### src/rtl/riscv_decode_pkg.sv
// Shared types, encodings and helpers for the RV32I decode stage.
package riscv_decode_pkg;

  localparam int unsigned Xlen  = 32;
  localparam int unsigned NReg  = 32;
  localparam int unsigned RegAw = $clog2(NReg);

  localparam logic [6:0] OpcLui    = 7'b0110111;
  localparam logic [6:0] OpcAuipc  = 7'b0010111;
  localparam logic [6:0] OpcJal    = 7'b1101111;
  localparam logic [6:0] OpcJalr   = 7'b1100111;
  localparam logic [6:0] OpcBranch = 7'b1100011;
  localparam logic [6:0] OpcLoad   = 7'b0000011;
  localparam logic [6:0] OpcStore  = 7'b0100011;
  localparam logic [6:0] OpcOpImm  = 7'b0010011;
  localparam logic [6:0] OpcOp     = 7'b0110011;

  typedef enum logic [3:0] {
    AluAdd  = 4'b0000,
    AluSub  = 4'b0001,
    AluSll  = 4'b0010,
    AluSlt  = 4'b0011,
    AluSltu = 4'b0100,
    AluXor  = 4'b0101,
    AluSrl  = 4'b0110,
    AluSra  = 4'b0111,
    AluOr   = 4'b1000,
    AluAnd  = 4'b1001
  } alu_op_e;

  typedef enum logic [1:0] {
    ResAlu = 2'b00,
    ResMem = 2'b01,
    ResPc4 = 2'b10
  } result_src_e;

  typedef enum logic [1:0] {
    SrcARd1  = 2'b00,
    SrcAPc   = 2'b01,
    SrcAZero = 2'b10
  } src_a_e;

  typedef enum logic [2:0] {ImmI, ImmS, ImmB, ImmU, ImmJ} imm_sel_e;

  typedef struct packed {
    logic        reg_write;
    logic        mem_write;
    logic        jump;
    logic        branch;
    logic        jalr;
    result_src_e result_src;
    src_a_e      alu_src_a;
    logic        alu_src_b;
    alu_op_e     alu_ctrl;
  } ctrl_t;

  typedef struct packed {
    ctrl_t            ctrl;
    logic [Xlen-1:0]  rd1;
    logic [Xlen-1:0]  rd2;
    logic [Xlen-1:0]  imm;
    logic [Xlen-1:0]  pc;
    logic [Xlen-1:0]  pc_plus_4;
    logic [RegAw-1:0] rs1;
    logic [RegAw-1:0] rs2;
    logic [RegAw-1:0] rd;
    logic [2:0]       funct3;
  } de_t;

  function automatic logic [Xlen-1:0] imm_expand(input logic [31:0] instr, input imm_sel_e sel);
    logic [Xlen-1:0] imm;
    unique case (sel)
      ImmS:    imm = {{20{instr[31]}}, instr[31:25], instr[11:7]};
      ImmB:    imm = {{19{instr[31]}}, instr[31], instr[7], instr[30:25], instr[11:8], 1'b0};
      ImmU:    imm = {instr[31:12], 12'b0};
      ImmJ:    imm = {{11{instr[31]}}, instr[31], instr[19:12], instr[20], instr[30:21], 1'b0};
      default: imm = {{20{instr[31]}}, instr[31:20]};
    endcase
    return imm;
  endfunction

  // funct7[5] selects SUB only for register-register ops; it selects SRA for both forms.
  function automatic alu_op_e alu_from_funct(input logic [2:0] funct3, input logic f7b5,
                                             input logic is_op);
    alu_op_e op;
    case (funct3)
      3'b000:  op = (is_op && f7b5) ? AluSub : AluAdd;
      3'b001:  op = AluSll;
      3'b010:  op = AluSlt;
      3'b011:  op = AluSltu;
      3'b100:  op = AluXor;
      3'b101:  op = f7b5 ? AluSra : AluSrl;
      3'b110:  op = AluOr;
      default: op = AluAnd;
    endcase
    return op;
  endfunction

endpackage

### src/rtl/riscv_regfile.sv
// 32-entry integer register file: x0 hardwired to zero, write-through bypass on both read ports.
module riscv_regfile #(
  parameter int unsigned DataWidth = 32,
  parameter int unsigned NumRegs   = 32,
  parameter int unsigned AddrWidth = $clog2(NumRegs)
) (
  input  logic                 clk_i,
  input  logic                 rst_ni,
  input  logic                 we_i,
  input  logic [AddrWidth-1:0] waddr_i,
  input  logic [DataWidth-1:0] wdata_i,
  input  logic [AddrWidth-1:0] raddr1_i,
  input  logic [AddrWidth-1:0] raddr2_i,
  output logic [DataWidth-1:0] rdata1_o,
  output logic [DataWidth-1:0] rdata2_o
);

  logic [DataWidth-1:0] regs_q [NumRegs];

  always_ff @(posedge clk_i or negedge rst_ni) begin
    if (!rst_ni) begin
      for (int i = 0; i < NumRegs; i++) begin
        regs_q[i] <= '0;
      end
    end else if (we_i && (waddr_i != '0)) begin
      regs_q[waddr_i] <= wdata_i;
    end
  end

  always_comb begin
    rdata1_o = regs_q[raddr1_i];
    rdata2_o = regs_q[raddr2_i];
    if (we_i && (waddr_i == raddr1_i)) rdata1_o = wdata_i;
    if (we_i && (waddr_i == raddr2_i)) rdata2_o = wdata_i;
    if (raddr1_i == '0) rdata1_o = '0;
    if (raddr2_i == '0) rdata2_o = '0;
  end

endmodule

### src/rtl/riscv_decode.sv
// RV32I decode stage: register file read, control decode, immediate expansion, D/E register.
module riscv_decode
  import riscv_decode_pkg::*;
(
  input  logic             i_clk,
  input  logic             i_rstn,
  input  logic [Xlen-1:0]  i_instr_d,
  input  logic [Xlen-1:0]  i_pc_d,
  input  logic [Xlen-1:0]  i_pc_plus_4d,
  input  logic             i_reg_write_w,
  input  logic [RegAw-1:0] i_rd_w,
  input  logic [Xlen-1:0]  i_result_w,
  input  logic             i_flush_e,
  output logic [RegAw-1:0] o_rs1_d,
  output logic [RegAw-1:0] o_rs2_d,
  output logic [Xlen-1:0]  o_rd1_e,
  output logic [Xlen-1:0]  o_rd2_e,
  output logic [Xlen-1:0]  o_imm_ext_e,
  output logic [Xlen-1:0]  o_pc_e,
  output logic [Xlen-1:0]  o_pc_plus_4e,
  output logic [RegAw-1:0] o_rs1_e,
  output logic [RegAw-1:0] o_rs2_e,
  output logic [RegAw-1:0] o_rd_e,
  output logic             o_reg_write_e,
  output logic             o_mem_write_e,
  output logic             o_jump_e,
  output logic             o_branch_e,
  output logic             o_jalr_e,
  output logic [1:0]       o_result_src_e,
  output logic [1:0]       o_alu_src_a_e,
  output logic             o_alu_src_b_e,
  output logic [3:0]       o_alu_ctrl_e,
  output logic [2:0]       o_funct3_e
);

  logic [6:0]      opcode;
  logic [2:0]      funct3;
  logic [Xlen-1:0] rd1, rd2;
  ctrl_t           ctrl;
  imm_sel_e        imm_sel;
  de_t             de_d, de_q;

  assign opcode  = i_instr_d[6:0];
  assign funct3  = i_instr_d[14:12];
  assign o_rs1_d = i_instr_d[19:15];
  assign o_rs2_d = i_instr_d[24:20];

  riscv_regfile #(
    .DataWidth(Xlen),
    .NumRegs  (NReg)
  ) u_regfile (
    .clk_i   (i_clk),
    .rst_ni  (i_rstn),
    .we_i    (i_reg_write_w),
    .waddr_i (i_rd_w),
    .wdata_i (i_result_w),
    .raddr1_i(o_rs1_d),
    .raddr2_i(o_rs2_d),
    .rdata1_o(rd1),
    .rdata2_o(rd2)
  );

  always_comb begin
    ctrl    = '0;
    imm_sel = ImmI;
    case (opcode)
      OpcLui: begin
        ctrl.reg_write = 1'b1;
        ctrl.alu_src_a = SrcAZero;
        ctrl.alu_src_b = 1'b1;
        imm_sel        = ImmU;
      end
      OpcAuipc: begin
        ctrl.reg_write = 1'b1;
        ctrl.alu_src_a = SrcAPc;
        ctrl.alu_src_b = 1'b1;
        imm_sel        = ImmU;
      end
      OpcJal: begin
        ctrl.reg_write  = 1'b1;
        ctrl.jump       = 1'b1;
        ctrl.result_src = ResPc4;
        ctrl.alu_src_a  = SrcAPc;
        ctrl.alu_src_b  = 1'b1;
        imm_sel         = ImmJ;
      end
      OpcJalr: begin
        ctrl.reg_write  = 1'b1;
        ctrl.jalr       = 1'b1;
        ctrl.result_src = ResPc4;
        ctrl.alu_src_b  = 1'b1;
      end
      OpcBranch: begin
        ctrl.branch = 1'b1;
        imm_sel     = ImmB;
        case (funct3[2:1])
          2'b10:   ctrl.alu_ctrl = AluSlt;
          2'b11:   ctrl.alu_ctrl = AluSltu;
          default: ctrl.alu_ctrl = AluSub;
        endcase
      end
      OpcLoad: begin
        ctrl.reg_write  = 1'b1;
        ctrl.result_src = ResMem;
        ctrl.alu_src_b  = 1'b1;
      end
      OpcStore: begin
        ctrl.mem_write = 1'b1;
        ctrl.alu_src_b = 1'b1;
        imm_sel        = ImmS;
      end
      OpcOpImm: begin
        ctrl.reg_write = 1'b1;
        ctrl.alu_src_b = 1'b1;
        ctrl.alu_ctrl  = alu_from_funct(funct3, i_instr_d[30], 1'b0);
      end
      OpcOp: begin
        ctrl.reg_write = 1'b1;
        ctrl.alu_ctrl  = alu_from_funct(funct3, i_instr_d[30], 1'b1);
      end
      default: ctrl = '0;
    endcase
  end

  always_comb begin
    de_d           = '0;
    de_d.ctrl      = ctrl;
    de_d.rd1       = rd1;
    de_d.rd2       = rd2;
    de_d.imm       = imm_expand(i_instr_d, imm_sel);
    de_d.pc        = i_pc_d;
    de_d.pc_plus_4 = i_pc_plus_4d;
    de_d.rs1       = o_rs1_d;
    de_d.rs2       = o_rs2_d;
    de_d.rd        = i_instr_d[11:7];
    de_d.funct3    = funct3;
  end

  // A flush inserts a full bubble: data fields are cleared along with the controls.
  always_ff @(posedge i_clk or negedge i_rstn) begin
    if (!i_rstn) begin
      de_q <= '0;
    end else if (i_flush_e) begin
      de_q <= '0;
    end else begin
      de_q <= de_d;
    end
  end

  assign o_rd1_e        = de_q.rd1;
  assign o_rd2_e        = de_q.rd2;
  assign o_imm_ext_e    = de_q.imm;
  assign o_pc_e         = de_q.pc;
  assign o_pc_plus_4e   = de_q.pc_plus_4;
  assign o_rs1_e        = de_q.rs1;
  assign o_rs2_e        = de_q.rs2;
  assign o_rd_e         = de_q.rd;
  assign o_reg_write_e  = de_q.ctrl.reg_write;
  assign o_mem_write_e  = de_q.ctrl.mem_write;
  assign o_jump_e       = de_q.ctrl.jump;
  assign o_branch_e     = de_q.ctrl.branch;
  assign o_jalr_e       = de_q.ctrl.jalr;
  assign o_result_src_e = de_q.ctrl.result_src;
  assign o_alu_src_a_e  = de_q.ctrl.alu_src_a;
  assign o_alu_src_b_e  = de_q.ctrl.alu_src_b;
  assign o_alu_ctrl_e   = de_q.ctrl.alu_ctrl;
  assign o_funct3_e     = de_q.funct3;

endmodule
### config.mk
export PLATFORM = sky130hd
export DESIGN_NAME = riscv_decode
export DESIGN_NICKNAME = d
export VERILOG_FILES = /design/src/rtl/riscv_decode_pkg.sv /design/src/rtl/riscv_regfile.sv /design/src/rtl/riscv_decode.sv
export SDC_FILE = /design/constraint.sdc
export NUM_CORES = 2
export LEC_CHECK = 0
export CAP_MARGIN = 0
export CORE_ASPECT_RATIO = 0.7
export CORE_MARGIN = 5
export CORE_UTILIZATION = 50
export CTS_BUF_LIST = sky130_fd_sc_hd__clkbuf_8
export CTS_CLUSTER_DIAMETER = 150
export DETAILED_ROUTE_END_ITERATION = 10
export PLACE_DENSITY = 0.69
export SETUP_SLACK_MARGIN = 0.02
export SLEW_MARGIN = 20
export SYNTH_ARGS = -nofsm -noshare
export SYNTH_HDL_FRONTEND = slang
export SYNTH_SLANG_ARGS = --single-unit
### constraint.sdc
create_clock -name i_clk -period 4.87 [get_ports i_clk]
set_input_delay 0.974 -clock i_clk [delete_from_list [all_inputs] [get_ports i_clk]]
set_output_delay 0.974 -clock i_clk [all_outputs]
set_load 0.05 [all_outputs]
==> flow_metrics.env <==
export IMPL_fp_row_count=108
export IMPL_antenna_found_initial=8
export IMPL_synth_top_family_by_area="multiplexers"
export IMPL_ys_ff_latch=1216
export IMPL_layout_nets=4832
export IMPL_power_w=0.0281
export IMPL_synth_ff_type="dfrtp_1"
export IMPL_firstDrtPassIters=6
export IMPL_fmax_ghz=0.283
export IMPL_port_buffers=338
export IMPL_relSlewSlack_pct=24.6
export IMPL_fin_skew_ns=0.0438
export IMPL_avgSynthCellArea_um2=13.8
export IMPL_synth_top_cell_by_area="dfrtp_1"
export IMPL_ys_seq_area_share_pct=49.0
export IMPL_synth_xor_area_share_pct=0.155
export IMPL_dpl_hpwl_mm=124
export IMPL_synth_area_leaders="dfrtp_1, mux2_2, mux2i_1"
export IMPL_setup_viol=0
export IMPL_multi_input_area_mm2=0.0292
export IMPL_grt_max_degree=126
export IMPL_clock_latency_ns=0.95
export IMPL_syn_to_final_growth_pct=14.2
export IMPL_hp_class="input pin to asynchronous set/reset pin"
export IMPL_cts_setup_buffers=0
export IMPL_die_w_um=431
export IMPL_final_antenna_net_count=0
export IMPL_synth_distinct_cells=60
export IMPL_io_pins=339
export IMPL_cap_violations=0
export IMPL_grt_usage_pct=30.3
export IMPL_final_max_slew_viol_count=0
export IMPL_gp_congestion=0.856
export IMPL_syn_nets=4626
export IMPL_ff2ff_path_depth=5
export IMPL_rrSetupSlack_ns=2.67
export IMPL_viasPerCell=6.50
export IMPL_synth_cells=4489
export IMPL_status="completed"
export IMPL_yosys_area_share_simple_pct=3.25
export IMPL_n_fill_cell=10000
export IMPL_synth_common_cells="dfrtp_1, mux2_2, mux2i_1"
export IMPL_grt_pass1_vias=43100
export IMPL_finalHoldViolCount=0
export IMPL_synth_area_mm2=0.0621
export IMPL_p_per_area_mw_per_mm2=396
export IMPL_crit_start="i_instr_d[23]"
export IMPL_post_route_period_util_pct=72.6
export IMPL_ir_drop_v=0.000343
export IMPL_synth_compound_area_share_pct=6.15
export IMPL_critPathCaptureType="output pin"
export IMPL_synth_top_area_share_pct=49.0
export IMPL_drive_gt1_share_pct=36.8
export IMPL_seqCellArea_mm2=0.0304
export IMPL_rsz0062_at_grt="false"
export IMPL_setup_tns_ns=0
export IMPL_wl_per_cell_um=30.9
export IMPL_synth_most_common_cell="dfrtp_1"
export IMPL_cts_resized=0
export IMPL_drt_iter0_drc=4644
export IMPL_fp_dieH_um=305
export IMPL_cts_tree="done"
export IMPL_grt_overflow=0
export IMPL_leakagePower_nw=31.8
export IMPL_yosys_warnings=0
export IMPL_clkSlewWorstSetupHoldPaths_ns=0.05
export IMPL_postSynth_asyncResetShare_pct=100
export IMPL_worstMarginPinSlew_ns=1.13
export IMPL_crit_fanout=12
export IMPL_postCtsHoldBufs=0
export IMPL_dieArea_mm2=0.131
export IMPL_clockBufferDepth=3
export IMPL_start_kind="input pin"
export IMPL_drt_wl_total_mm=201
export IMPL_cts_buffers=193
export IMPL_grt_pass1_wl_mm=297
export IMPL_coreArea_mm2=0.124
export IMPL_synth_edff_count=0
export IMPL_cts_htree_levels=4
export IMPL_r2r_end="o_rd1_e[6]"
export IMPL_start_util_pct=50.2
export IMPL_clkSinkCount=1216
export IMPL_synthAdderAreaFrac_pct=0
export IMPL_drc=0
export IMPL_vias=42200
export IMPL_crit_type="input pin to output pin"
export IMPL_cts_root_buf="clkbuf_8"
export IMPL_arrival_ns=2.56
export IMPL_worst_ep_required_time_ns=3.90
export IMPL_rr_startpoint="u_regfile.regs_q[902]"
export IMPL_period_minus_slack_ns=3.54
export IMPL_synthMuxAreaShare_pct=37.2
[placed cells by master (no fill, tap or decap), types with 10 or more instances in the layout]
| cell | instances |
|---|---|
| nand3_1 | 52 |
| nor2_4 | 19 |
| inv_1 | 72 |
| o221a_1 | 42 |
| buf_12 | 43 |
| buf_4 | 134 |
| clkdlybuf4s50_1 | 311 |
| mux2_2 | 990 |
| clkbuf_8 | 246 |
| o21ai_0 | 33 |
| a21oi_1 | 72 |
| mux2i_1 | 609 |
| a221oi_1 | 10 |
| nor2b_1 | 118 |
| nor4_1 | 13 |
| a22o_1 | 25 |
| a22oi_1 | 159 |
| nor3_1 | 41 |
| and2_1 | 10 |
| mux4_2 | 258 |
| a211oi_1 | 34 |
| nand2_1 | 25 |
| nor2_1 | 26 |
| nand2_2 | 16 |
| o22ai_1 | 111 |
| o211ai_1 | 23 |
| dfrtp_1 | 1216 |
| clkinv_2 | 17 |
| buf_2 | 18 |
[cell type report]
type	instances	area share, %
sequential	1216	42.9
multi-input combinational	2768	41.3
timing repair buffer	511	7.25
clock buffer	245	4.76
tap	1650	2.91
clock inverter	100	0.828
inverter	5	0.0265
antenna	6	0.0212
[sequential cells by signal, summed over array words and instances, names as in the netlist]
signal and flops:
o_alu_src_b_e 1, u_regfile.regs_q 1024, o_branch_e 1, o_alu_ctrl_e 4
o_pc_e 32, o_rs1_e 5, o_reg_write_e 1, o_rs2_e 5
o_alu_src_a_e 2, o_rd_e 5, o_result_src_e 2, o_imm_ext_e 32
o_rd2_e 32, o_funct3_e 3, o_jump_e 1, o_jalr_e 1
o_pc_plus_4e 32, o_rd1_e 32, o_mem_write_e 1
[per-stage QoR]
stage	utilization (%)	setup slack (ns)	hold slack (ns)	area, µm²	cells
global placement	54.2	1.09	0.376	67000	6150
finish	57.3	1.33	0.00502	70900	6501
global route	57.3	1.31	0.0632	70900	6498
CTS	57.3	1.33	0.0330	70900	6495
detailed placement	54.1	1.05	0.384	66900	6150
floorplan	-	2.35	0.441	62100	4489
[worst max path at each step]
stage                           endpoint  slack (ns)  cells after the start
finish                        o_rs2_d[3]        1.33                      3
global route                  o_rs2_d[3]        1.31                      3
CTS                           o_rs2_d[3]        1.33                      3
detailed placement  u_regfile.regs_q[48]        1.05                      5
global placement    u_regfile.regs_q[44]        1.09                      5
floorplan                    o_rd2_e[17]        2.35                      7
[critical path, cell delays in order]
cell and delay (ns):
clkdlybuf4s50_1 0.48, buf_4 0.25, clkdlybuf4s50_1 0.85
[where the power goes]
part	switching, W	internal [W]	leakage, nW
Sequential	0.00131	0.0118	15.6
Combinational	0.00277	0.00308	13.9
Clock	0.00429	0.00477	2.29
Total	0.00837	0.0197	31.8
[layer usage]
metal | part of all wire, % | global-route usage (%) | up-vias
li1 | - | - | 17300
met1 | 44 | 44.2 | 22500
met2 | 45 | 44.8 | 1959
met3 | 7.7 | 5.98 | 435
met4 | 4.1 | 12.3 | 6
met5 | 0.018 | 0 | -
[kinds of logic after synthesis]
group,Yosys count
mux,1860
buf+inv,505
compound gates,531
simple gates,366
flops,1216
xor+xnor,11
Power figures use the tool's default switching activity.
